## src/rtl/booth_pkg.sv

```systemverilog
// Shared types for the sequential Booth multiplier: controller states and Booth step ops.
package booth_pkg;

    typedef enum logic [1:0] {
        IDLE,
        CALC,
        DONE
    } state_t;

    typedef logic [1:0] booth_op_t;

    localparam booth_op_t BOOTH_NOP = 2'd0;
    localparam booth_op_t BOOTH_ADD = 2'd1;
    localparam booth_op_t BOOTH_SUB = 2'd2;

    // Radix-2 recoding on the current multiplier LSB and the bit shifted out last step.
    function automatic booth_op_t booth_op(input logic q0, input logic q_m1);
        booth_op_t op;
        case ({q0, q_m1})
            2'b01:   op = BOOTH_ADD;
            2'b10:   op = BOOTH_SUB;
            default: op = BOOTH_NOP;
        endcase
        return op;
    endfunction

endpackage

```

## src/rtl/booth_addsub.sv

```systemverilog
// Combinational add/subtract/pass stage for the Booth accumulator, sized to the A register.
module booth_addsub
    import booth_pkg::*;
#(
    parameter int W = 17
) (
    input  logic [W-1:0] a,
    input  logic [W-1:0] m,
    input  booth_op_t    op,
    output logic [W-1:0] sum
);

    always_comb begin
        sum = a;
        case (op)
            BOOTH_ADD: sum = a + m;
            BOOTH_SUB: sum = a - m;
            default:   sum = a;
        endcase
    end

endmodule

```

## src/rtl/booth_mult_seq.sv

```systemverilog
// Sequential radix-2 Booth multiplier with valid/ready on both sides, one product in flight.
// Define BOOTH_UNSIGNED_EN to add the in_signed port and support unsigned operands.
module booth_mult_seq
    import booth_pkg::*;
#(
    parameter int WIDTH = 16
) (
    input  logic                 clk,
    input  logic                 rst_n,
    input  logic                 in_valid,
    output logic                 in_ready,
    input  logic [WIDTH-1:0]     in_a,
    input  logic [WIDTH-1:0]     in_b,
`ifdef BOOTH_UNSIGNED_EN
    input  logic                 in_signed,
`endif
    output logic                 out_valid,
    input  logic                 out_ready,
    output logic [2*WIDTH-1:0]   out_p,
    output logic                 busy
);

    localparam int CNT_W = $clog2(WIDTH + 2);
`ifdef BOOTH_UNSIGNED_EN
    localparam int EW = WIDTH + 1;
`else
    localparam int EW = WIDTH;
`endif
    localparam int AW = EW + 1;
    localparam logic [CNT_W-1:0] N_STEPS = CNT_W'(EW);

    state_t           state_q, state_d;
    logic [AW-1:0]    a_q, a_d;
    logic [EW-1:0]    q_q, q_d;
    logic [AW-1:0]    m_q, m_d;
    logic             qm1_q, qm1_d;
    logic [CNT_W-1:0] cnt_q, cnt_d;

    logic [EW-1:0]    ext_a, ext_b;
    logic [AW-1:0]    sum;
    logic [2*EW-1:0]  prod;

`ifdef BOOTH_UNSIGNED_EN
    // One extra operand bit lets the signed datapath carry unsigned values exactly.
    assign ext_a = {in_signed & in_a[WIDTH-1], in_a};
    assign ext_b = {in_signed & in_b[WIDTH-1], in_b};
`else
    assign ext_a = in_a;
    assign ext_b = in_b;
`endif

    booth_addsub #(.W(AW)) u_addsub (
        .a   (a_q),
        .m   (m_q),
        .op  (booth_op(q_q[0], qm1_q)),
        .sum (sum)
    );

    always_ff @(posedge clk or negedge rst_n) begin
        if (!rst_n) begin
            state_q <= IDLE;
            a_q     <= '0;
            q_q     <= '0;
            m_q     <= '0;
            qm1_q   <= 1'b0;
            cnt_q   <= '0;
        end else begin
            state_q <= state_d;
            a_q     <= a_d;
            q_q     <= q_d;
            m_q     <= m_d;
            qm1_q   <= qm1_d;
            cnt_q   <= cnt_d;
        end
    end

    always_comb begin
        state_d = state_q;
        a_d     = a_q;
        q_d     = q_q;
        m_d     = m_q;
        qm1_d   = qm1_q;
        cnt_d   = cnt_q;
        case (state_q)
            IDLE: begin
                if (in_valid) begin
                    m_d     = {ext_a[EW-1], ext_a};
                    q_d     = ext_b;
                    a_d     = '0;
                    qm1_d   = 1'b0;
                    cnt_d   = N_STEPS;
                    state_d = CALC;
                end
            end
            CALC: begin
                // Arithmetic shift of {A, Q, q_m1} applied directly to the add/sub result.
                a_d   = {sum[AW-1], sum[AW-1:1]};
                q_d   = {sum[0], q_q[EW-1:1]};
                qm1_d = q_q[0];
                cnt_d = cnt_q - 1'b1;
                if (cnt_q == CNT_W'(1)) begin
                    state_d = DONE;
                end
            end
            DONE: begin
                if (out_ready) begin
                    state_d = IDLE;
                end
            end
            default: state_d = IDLE;
        endcase
    end

    assign prod      = {a_q[EW-1:0], q_q};
    assign out_p     = prod[2*WIDTH-1:0];
    assign in_ready  = (state_q == IDLE);
    assign out_valid = (state_q == DONE);
    assign busy      = (state_q == CALC) || (state_q == DONE);

endmodule

```

## config.mk

```make
export PLATFORM = sky130hd
export DESIGN_NAME = booth_mult_seq
export DESIGN_NICKNAME = d
export VERILOG_FILES = /design/src/rtl/booth_pkg.sv /design/src/rtl/booth_addsub.sv /design/src/rtl/booth_mult_seq.sv
export SDC_FILE = /design/constraint.sdc
export NUM_CORES = 1
export LEC_CHECK = 0
export ABC_AREA = 1
export CORE_UTILIZATION = 55
export DETAILED_ROUTE_END_ITERATION = 8
export PLACE_DENSITY = 0.83
export SKIP_CTS_REPAIR_TIMING = 1
export SLEW_MARGIN = 30
export SYNTH_ARGS = -nofsm -noshare
export SYNTH_HDL_FRONTEND = slang
export SYNTH_HIERARCHICAL = 1
export SYNTH_SLANG_ARGS = --single-unit
```

## constraint.sdc

```tcl
create_clock -name clk -period 4.55 [get_ports clk]
set_input_delay 0.91 -clock clk [delete_from_list [all_inputs] [get_ports clk]]
set_output_delay 0.91 -clock clk [all_outputs]
set_load 0.05 [all_outputs]
```

# [Word-level counts from Yosys, hierarchy flattened]
# Index checks and enable logic that the tools add are counted.
[totals] out_inout_bits=35 ff_bits=57
[op_classes] muxes=14 eq_ne=10 n_reduce_logical=6 add_sub_neg=3
[ops] operator="$pmux W17 S2" n=2
[ops] operator="$pmux W16 S2" n=1
[ops] operator="$add A17 B17 Y17" n=1
[ops] operator="$mux W17" n=1
[ops] operator="$sub A17 B17 Y17" n=1
[ops] operator="$mux W16" n=1
[ops] operator="$pmux W5 S2" n=1
[ops] operator="$eq A2 B1 Y1 const B" n=3
[ops] operator="$eq A2 B2 Y1 const B" n=3
[ops] operator="$mux W2" n=3
[ops] operator="$pmux W2 S3" n=1
[ops] operator="$eq A5 B1 Y1 const B" n=1
[ops] operator="$mux W5" n=1
[ops] operator="$sub A5 B1 Y5 const B" n=1
[ops] operator="$ne A2 B2 Y1 const B" n=2
[ops] operator="$pmux W2 S2" n=1
[ops] operator="$reduce_and A2 Y1" n=2
[ops] operator="$reduce_and A3 Y1" n=1
[ops] operator="$logic_not A2 Y1" n=1
[ops] operator="$ne A2 B1 Y1 const B" n=1
[ops] operator="$pmux W1 S2" n=1
[ops] operator="$reduce_bool A2 Y1" n=1
[ops] operator="$logic_or A1 B1 Y1" n=1
[ops] operator="$mux W1" n=1

# [Logic depth before layout (Yosys ltp)]
# Gate-level depths: netlist of run 1.
[depth] word_depth=5 ltp_mapped=22

# [Hierarchy]
# The synthesis of run 1 kept the hierarchy.
[modules_own_cells] mod="booth_mult_seq" area_per_inst_um2=2524.9 cells_each=287 seq_area_each_um2=1401.3 n_inst=1
[modules_own_cells] mod="booth_addsub" area_per_inst_um2=1555.2 cells_each=285 seq_area_each_um2=0.0 n_inst=1

# [Worst setup path after synthesis of run 1]
# Ideal clock, no wire load.
[synth_timing] path_type="reg2reg" start="register q_q[0]" end="register a_q[13]" t_arrival_ps=2639 slack_ps=1792 t_required_ps=4431 path_stages_with_launch=19 n_path_buf=1 setup_ps=119 synth_period_minus_slack_ps=2758 cell_sequence="dfrtp_1 > nor2_1 > inv_1 > ha_1 > buf_2 > a31oi_1 > xor2_1 > inv_1 > ha_1 > or2_0 > and2_4 > nand3_2 > nand2_2 > nand3_1 > nand3b_1 > nand3_1 > nand2_1 > nand3_1 > nand2_1"
[synth_via] elab_chain_len=5 word_cells_on_any_way=7 cone_classes="4 x eq/ne; 3 x mux"
[synth_lines] element="start: declaration" line="booth_mult_seq.sv:34" source="logic [EW-1:0] q_q, q_d;"
[synth_lines] element="start signal: assignment" line="booth_mult_seq.sv:70" source="q_q <= q_d;"
[synth_lines] element="$eq A2 B2 Y1 / $eq A2 B1 Y1 (equally long branches)" line="booth_pkg.sv:19" source="case ({q0, q_m1})"
[synth_lines] element="$pmux W2 S2 (*)" line="booth_pkg.sv:19"
[synth_lines] element="$eq A2 B2 Y1 / $eq A2 B1 Y1 (equally long branches)" line="booth_addsub.sv:15" source="case (op)"
[synth_lines] element="$pmux W17 S2 (*)" line="booth_addsub.sv:15"
[synth_lines] element="net sum[14]" line="booth_mult_seq.sv:40" source="logic [AW-1:0] sum;"
[synth_lines] element="$pmux W17 S2 (*)" line="booth_mult_seq.sv:84" source="case (state_q)"
[synth_lines] element="end signal: assignment" line="booth_mult_seq.sv:62" source="a_q <= '0;"
[synth_lines] element="end signal: assignment" line="booth_mult_seq.sv:69" source="a_q <= a_d;"
[synth_lines] element="end: declaration" line="booth_mult_seq.sv:33" source="logic [AW-1:0] a_q, a_d;"
# Mark *: on every way through the listed nets, which the timed path passes. The rest lies on a longest branch.
# A chain may end at the register's enable or synchronous reset.

# [Final worst setup path of run 1]
[layout_timing] start="register q_q[0]" end="register a_q[15]"
# The elaborated chain is that of the path after synthesis.

==> results of run 1 <==
==> path summary, 6_finish.rpt <==
| kind | start | to | slack (ns) |
|---|---|---|---|
| worst max register to register | q_q[0]$_DFFE_PN0P_ | a_q[15]$_DFFE_PN0P_ | 1.47 |
| max in group asynchronous | rst_n | m_q[15]$_DFFE_PN0P_ | 3.35 |
| worst min-delay path | m_q[14]$_DFFE_PN0P_ | m_q[14]$_DFFE_PN0P_ | 0.50 |
| worst min register to register | m_q[14]$_DFFE_PN0P_ | m_q[14]$_DFFE_PN0P_ | 0.50 |
| worst max-delay path | q_q[0]$_DFFE_PN0P_ | a_q[15]$_DFFE_PN0P_ | 1.47 |
| min in group asynchronous | rst_n | a_q[14]$_DFFE_PN0P_ | 0.69 |
==> critical path, delay by kind of cell, from the launching register on <==
| kind | cells | cell delay (ns) |
|---|---|---|
| and+or+nand+nor | 14 | 1.20 |
| adders and majority gates | 2 | 0.71 |
| buffers and inverters | 4 | 0.45 |
| DFF | 1 | 0.42 |
| xor gates and xnor gates | 1 | 0.20 |
==> flip-flops by register name, summed over array words and instances, names as in the netlist <==
register	count
a_q	16
m_q	16
q_q	16
cnt_q	5
state_q	2
qm1_q	1
==> layout by cell type (no fill, tap or decap), types with 4 or more instances in the layout <==
cell type	n
nand2_1	192
nand3_1	70
clkdlybuf4s50_1	69
inv_1	57
dfrtp_1	56
nor2_1	35
ha_1	23
a21oi_1	19
o21ai_0	13
o21a_1	13
xor2_1	11
nand2_2	9
clkbuf_8	5
nor2_2	5
nand2_4	4
xnor2_1	4
o21bai_1	4
==> layer usage <==
metal | share of wire [%] | routed length, um | global-route usage, % | vias up
li1 | - | - | - | 1959
met1 | 47 | 4847 | 40.18 | 1870
met2 | 47 | 4786 | 45.38 | 127
met3 | 4.9 | 507 | 4.430 | 13
met4 | 1.0 | 104 | 6.012 | 0
met5 | 0 | 0 | 0 | -
==> logic make-up (layout without fill, tap and decap cells) <==
family,after synthesis,count (layout),share of synthesized area [%]
xor+xnor,15,15,3.220
fa+ha+maj,24,24,7.544
flops,56,56,34.35
simple gates,336,336,36.98
compound gates,63,63,9.414
buf+inv,78,140,8.494
==> stage by stage <==
| step | instances | hold WS (ns) | area [sq um] | setup WS, ns | utilization [%] |
|---|---|---|---|---|---|
| global placement | 725 | 0.4689 | 4797 | 1.591 | 66.49 |
| finish | 733 | 0.5032 | 4888 | 1.472 | 67.76 |
| global route | 733 | 0.5474 | 4888 | 1.171 | 67.76 |
| CTS | 733 | 0.5040 | 4888 | 1.513 | 67.76 |
| detailed placement | 725 | 0.4779 | 4797 | 1.540 | 66.49 |
| floorplan | 572 | 0.4488 | 4080 | 1.792 | - |
==> cell type report <==
type	instances	area, sq um	area share, %
Sequential cell	56	1401	28.67
Clock buffer	5	68.82	1.408
Timing Repair Buffer	73	718.2	14.69
Multi-Input combinational cell	438	2332	47.71
Clock inverter	3	22.52	0.4607
Inverter	59	221.5	4.530
Tap cell	99	123.9	2.534
==> run metrics, run 1 <==
outcome=completed; CTS tree=built; initial antenna violation count=0; share of layout cells above drive strength 1=7.098%; Syn-to-layout area delta=19.81%; Die Ht=88.13 um; synth warn=6; Post-synth EDFFs=0; R2R depth=21; Seq/Total Area, Yosys=34.35%; worst hold path depth=2; Yosys top cell area share=34.35%; number of antenna diodes=0; cells along the critical path=nor2_1 > inv_1 > ha_1 > inv_1 > nand2_1 > xnor2_1 > inv_1 > ha_1 > nand2_1 > nor2_1 > nand3_1 > nand2_2 > nand2_1 > nand2_2 > inv_2 > nand2_2 > nand3_2 > nand2_1 > nand2_1 > nand3_1 > nand2_1; Routed Antenna Nets=0; Critical Path Sink Type=flop; via count=3,969; Layout Nets=693; CP peak stage delay=0.42 ns; CTS Root Cell=clkbuf_8; DR DRC count=0; area leader, netlist=dfrtp_1; final WL=10.25 mm; row count=31; Vias/cell=5.415; setup TNS=0 ns; RSZ-0062 raised after global routing=false; DR WL/cell=13.98 um; endpoints failing setup=0; GR Util All Layers=28.15%; CTS max path bufs=2; Top FF cell, synth=dfrtp_1; most common cell in the netlist=nand2_1; Iteration-0 DRC Markers=212; clk_lat worst skew=0.32 ns; num ports=71; cell mode on critical path=nand2_1; Worst Tran Pin Value=0.8230 ns; Sink Count=56; Final Wtd Congestion=0.9393; total gr overflow=0; crit path kind=reg2reg; H-tree depth=2; Starting Density=56.56%; CP Launch Type=flop; critical path required time=4.77 ns; Detailed Place HPWL=7.456 mm; f_max=324.9 MHz; fillcell total=631; Slew HR=45.13%; clock-pin slew of the registers on the worst-case setup and hold paths=0.11 ns; core area=7214 sq um; CP Max Fanout=11; commonest cells in the synthesized netlist=nand2_1, nand3_1, inv_1, dfrtp_1, nor2_1; Async SR Flop Fraction=100.0%; Worst Skew=0.008625 ns; CP arrival=3.29 ns; ranking of synthesized cells by area=dfrtp_1, nand2_1, nand3_1, ha_1, inv_1; Min-Delay Path Class=reg2reg; max_cap viols=0; final hold violations=0; Syn Area/Cell=7.133 sq um; syn_nets=632; Num CTS Buffers=5; Port Buf Inserts=70; vias in the first global route=3,645; minimum clock period=3.078 ns; Die Span X=88.13 um; first-pass iteration count of the detailed router=5; Final Max Tran Viols=0; Netlist cell types=41; largest net degree at the start of global routing=57; die area=7767 sq um; Post-Syn Area=4080 sq um; first-pass GRT wire length=17.20 mm; Gate Count Post-Synth=572; slowest stage cell, crit path=dfrtp_1; fin crit share=67.65%; #FFs+latches synth=56
Power of run 1 is left out: the tool's default activity adds up to more than one toggle a clock period on the data nets, which glitch-free logic cannot reach.
==> run 2, diff against run 1 <==
--- a/config.mk
+++ b/config.mk
@@ -6,9 +6,9 @@
 export NUM_CORES = 1
 export LEC_CHECK = 0
 export ABC_AREA = 1
-export CORE_UTILIZATION = 55
+export CORE_UTILIZATION = 49
 export DETAILED_ROUTE_END_ITERATION = 8
-export PLACE_DENSITY = 0.83
+export PLACE_DENSITY = 0.78
 export SKIP_CTS_REPAIR_TIMING = 1
 export SLEW_MARGIN = 30
 export SYNTH_ARGS = -nofsm -noshare
==> constraint.sdc (replaced) <==
create_clock -name clk -period 2.7 [get_ports clk]
set_input_delay 0.54 -clock clk [delete_from_list [all_inputs] [get_ports clk]]
set_output_delay 0.54 -clock clk [all_outputs]
set_load 0.05 [all_outputs]
==> run 2 against run 1 <==
- the run now ends with setup timing left
- first-iteration DRC count rose by 16%
- critical path depth unchanged
- cell count up 6.3%
- sequential cell count is the same
- clock-buffer cell count is 1 higher
- register-to-register slack got worse by 1.5 ns
- core utilization is 2.1 points higher
- critical path type unchanged
- maximum frequency is 12% higher
- die area grew 12%
- cell area grew 13%
- clock skew increased by 0.0020 ns
- worst setup slack got worse by 1.5 ns
==> run metrics, run 2 (synthesis gave the netlist of run 1 again) <==
Layout Nets=736 (was 693); total gr overflow=0 (unchanged); CP arrival=2.99 ns (was 3.29 ns); largest net degree at the start of global routing=42 (was 57); CP Max Fanout=3 (was 11); WP buf/inv=2 (was 4); Final Max Tran Viols=0 (unchanged); clk_lat worst skew=0.32 ns (about the same); CTS Root Cell=clkbuf_8 (unchanged); number of antenna diodes=0 (unchanged); Reg2Reg Setup Slack=-0.06 ns (was 1.47 ns); Die Span X=93.25 um (was 88.13 um); Num CTS Buffers=5 (unchanged); R2R depth=21 (unchanged); core area=7888 sq um (was 7214 sq um); endpoints failing setup=4 (was 0); via count=4,120 (was 3,969); Multi-input gate area=2597 sq um (was 2332 sq um); final hold violations=0 (unchanged); most frequent cells in the layout=nand2_1, nand3_1, clkdlybuf4s50_1 (unchanged); Levels on crit path=21 (unchanged); Syn-to-layout area delta=34.96% (was 19.81%); Port Buf Inserts=70 (unchanged); DR DRC count=0 (unchanged); reg2reg end=a_q[15]$_DFFE_PN0P_ (unchanged); initial antenna violation count=0 (unchanged); row count=32 (was 31); first-pass GRT wire length=17.61 mm (was 17.20 mm); Iteration-0 DRC Markers=246 (was 212); vias in the first global route=3,818 (was 3,645); Worst Tran Pin Value=0.5994 ns (was 0.8230 ns); CP peak stage delay=0.42 ns (about the same); max_cap viols=0 (unchanged); cell family with most CP delay=simple AND/OR/NAND/NOR gates (unchanged); fin crit share=102.1% (was 67.65%); Worst Setup EP=a_q[15]$_DFFE_PN0P_ (unchanged); CTS max path bufs=2 (unchanged); DR WL/cell=14.44 um (was 13.98 um); Worst Skew=0.01064 ns (was 0.008625 ns); setup ws final=-0.05604 ns (was 1.472 ns); worst r2r src=m_q[2]$_DFFE_PN0P_ (was q_q[0]$_DFFE_PN0P_); first-pass iteration count of the detailed router=5 (unchanged); Vias/cell=5.289 (was 5.415); num ports=71 (unchanged); minimum clock period=2.756 ns (was 3.078 ns); Routed Antenna Nets=0 (unchanged); GR Util All Layers=25.41% (was 28.15%); fillcell total=604 (was 631); cell mode on critical path=nand2_1 (unchanged); crit path kind=reg2reg (unchanged); Die Ht=93.25 um (was 88.13 um); slowest stage cell, crit path=dfrtp_1 (unchanged); f_max=362.8 MHz (was 324.9 MHz); CP Launch Type=flop (unchanged); H-tree depth=2 (unchanged); critical path required time=2.93 ns (was 4.77 ns); failing checks=setup timing; register area=1408 sq um (was 1401 sq um); commonest non-fill, non-tap cell in the layout=nand2_1 (unchanged); Final Wtd Congestion=0.9338 (was 0.9393); share of layout cells above drive strength 1=19.94% (was 7.098%); Sink Count=56 (unchanged); outcome=finished, violations left (was completed); cells along the critical path=nor2_4 > nand4_4 > nor2_4 > nand2_2 > nor2_4 > a21oi_1 > xor2_1 > inv_1 > ha_1 > nand2_2 > inv_1 > nand2_1 > nand2_1 > a21oi_2 > nand2_2 > nand3_2 > nand3_2 > nand2_1 > nand2_1 > nand3_1 > nand2_1 (was nor2_1 > inv_1 > ha_1 > inv_1 > nand2_1 > xnor2_1 > inv_1 > ha_1 > nand2_1 > nor2_1 > nand3_1 > nand2_2 > nand2_1 > nand2_2 > inv_2 > nand2_2 > nand3_2 > nand2_1 > nand2_1 > nand3_1 > nand2_1); RSZ-0062 raised after global routing=true (was false); final WL=11.25 mm (was 10.25 mm); Min-Delay Path Class=in2async (was reg2reg); die area=8696 sq um (was 7767 sq um); biggest regs=a_q x16, m_q x16, q_q x16 (unchanged); Critical Path Sink Type=flop (unchanged); final core occ=69.81% (was 67.76%); Detailed Place HPWL=7.796 mm (was 7.456 mm); clock-pin slew of the registers on the worst-case setup and hold paths=0.12 ns (was 0.11 ns); critical path startpoint=m_q[2]$_DFFE_PN0P_ (was q_q[0]$_DFFE_PN0P_); CTS tree=built (unchanged); Slew HR=60.00% (was 45.13%); Starting Density=51.73% (was 56.56%)
-- run 2: cell count changes in the layout (fill, tap and decap cells not counted), sizes merged --
| cell | previous run | this run |
|---|---|---|
| clkinvlp | 0 | 1 |
| clkinv | 3 | 1 |
| clkbuf | 5 | 6 |
| buf | 4 | 47 |
-- run 2: routing by layer --
metal / up-vias / GRT usage [%] / share of wire, %
met5: - / 0 / 0
met1: 1937 / 35.08 / 45
met2: 131 / 42.59 / 49
li1: 2040 / - / -
met3: 12 / 2.846 / 5.0
met4: 0 / 6.154 / 1.1
-- run 2: worst register-to-register path: cells and delay by family (launching register included) --
| kind | cells | cell delay (ns) |
|---|---|---|
| AOI/OAI and AO/OA | 2 | 0.24 |
| xor gates and xnor gates | 1 | 0.14 |
| and+or+nand+nor | 15 | 1.44 |
| adders and majority gates | 1 | 0.32 |
| DFF | 1 | 0.42 |
| buffers and inverters | 2 | 0.11 |
-- run 2: worst min path at each step --
stage                   startpoint                   to  slack, ns  cells after the start
2_1_floorplan                rst_n   a_q[0]$_DFFE_PN0P_       0.24                      0
3_3_place_gp   m_q[14]$_DFFE_PN0P_  m_q[14]$_DFFE_PN0P_       0.47                      2
3_5_place_dp   m_q[14]$_DFFE_PN0P_  m_q[14]$_DFFE_PN0P_       0.48                      2
4_1_cts                      rst_n   q_q[7]$_DFFE_PN0P_       0.22                      2
5_1_grt                      rst_n   q_q[7]$_DFFE_PN0P_       0.25                      2
6_report                     rst_n   q_q[7]$_DFFE_PN0P_       0.21                      2
-- run 2: area by class of cell --
class	count	area share, %
Clock buffer	6	1.500
Clock inverter	2	0.3408
Inverter	59	4.067
Multi-Input combinational cell	438	47.17
Sequential cell	56	25.56
Tap cell	102	2.318
Timing Repair Buffer	116	19.04
-- run 2: per-stage QoR --
stage	setup slack, ns	std cells	hold WS [ns]	cell area, sq um	TNS [ns]
floorplan	0.02788	572	0.2444	4081	0
global placement	-0.08659	759	0.4684	5035	-0.2089
detailed placement	-0.1779	759	0.4758	5035	-1.059
CTS	-0.1916	767	0.2194	5136	-1.275
global route	-0.2534	779	0.2520	5507	-1.621
finish	-0.05604	779	0.2137	5507	-0.1383
Power of run 2 is left out for the same reason.
==> run 3, diff against run 2 <==
--- a/config.mk
+++ b/config.mk
@@ -6,6 +6,7 @@
 export NUM_CORES = 1
 export LEC_CHECK = 0
 export ABC_AREA = 1
+export CAP_MARGIN = 10
 export CORE_UTILIZATION = 49
 export DETAILED_ROUTE_END_ITERATION = 8
 export PLACE_DENSITY = 0.78
==> results of run 3 <==
No change in the layout: final DEF, timing and power equal those of run 2.
Power of run 3 is left out for the same reason.
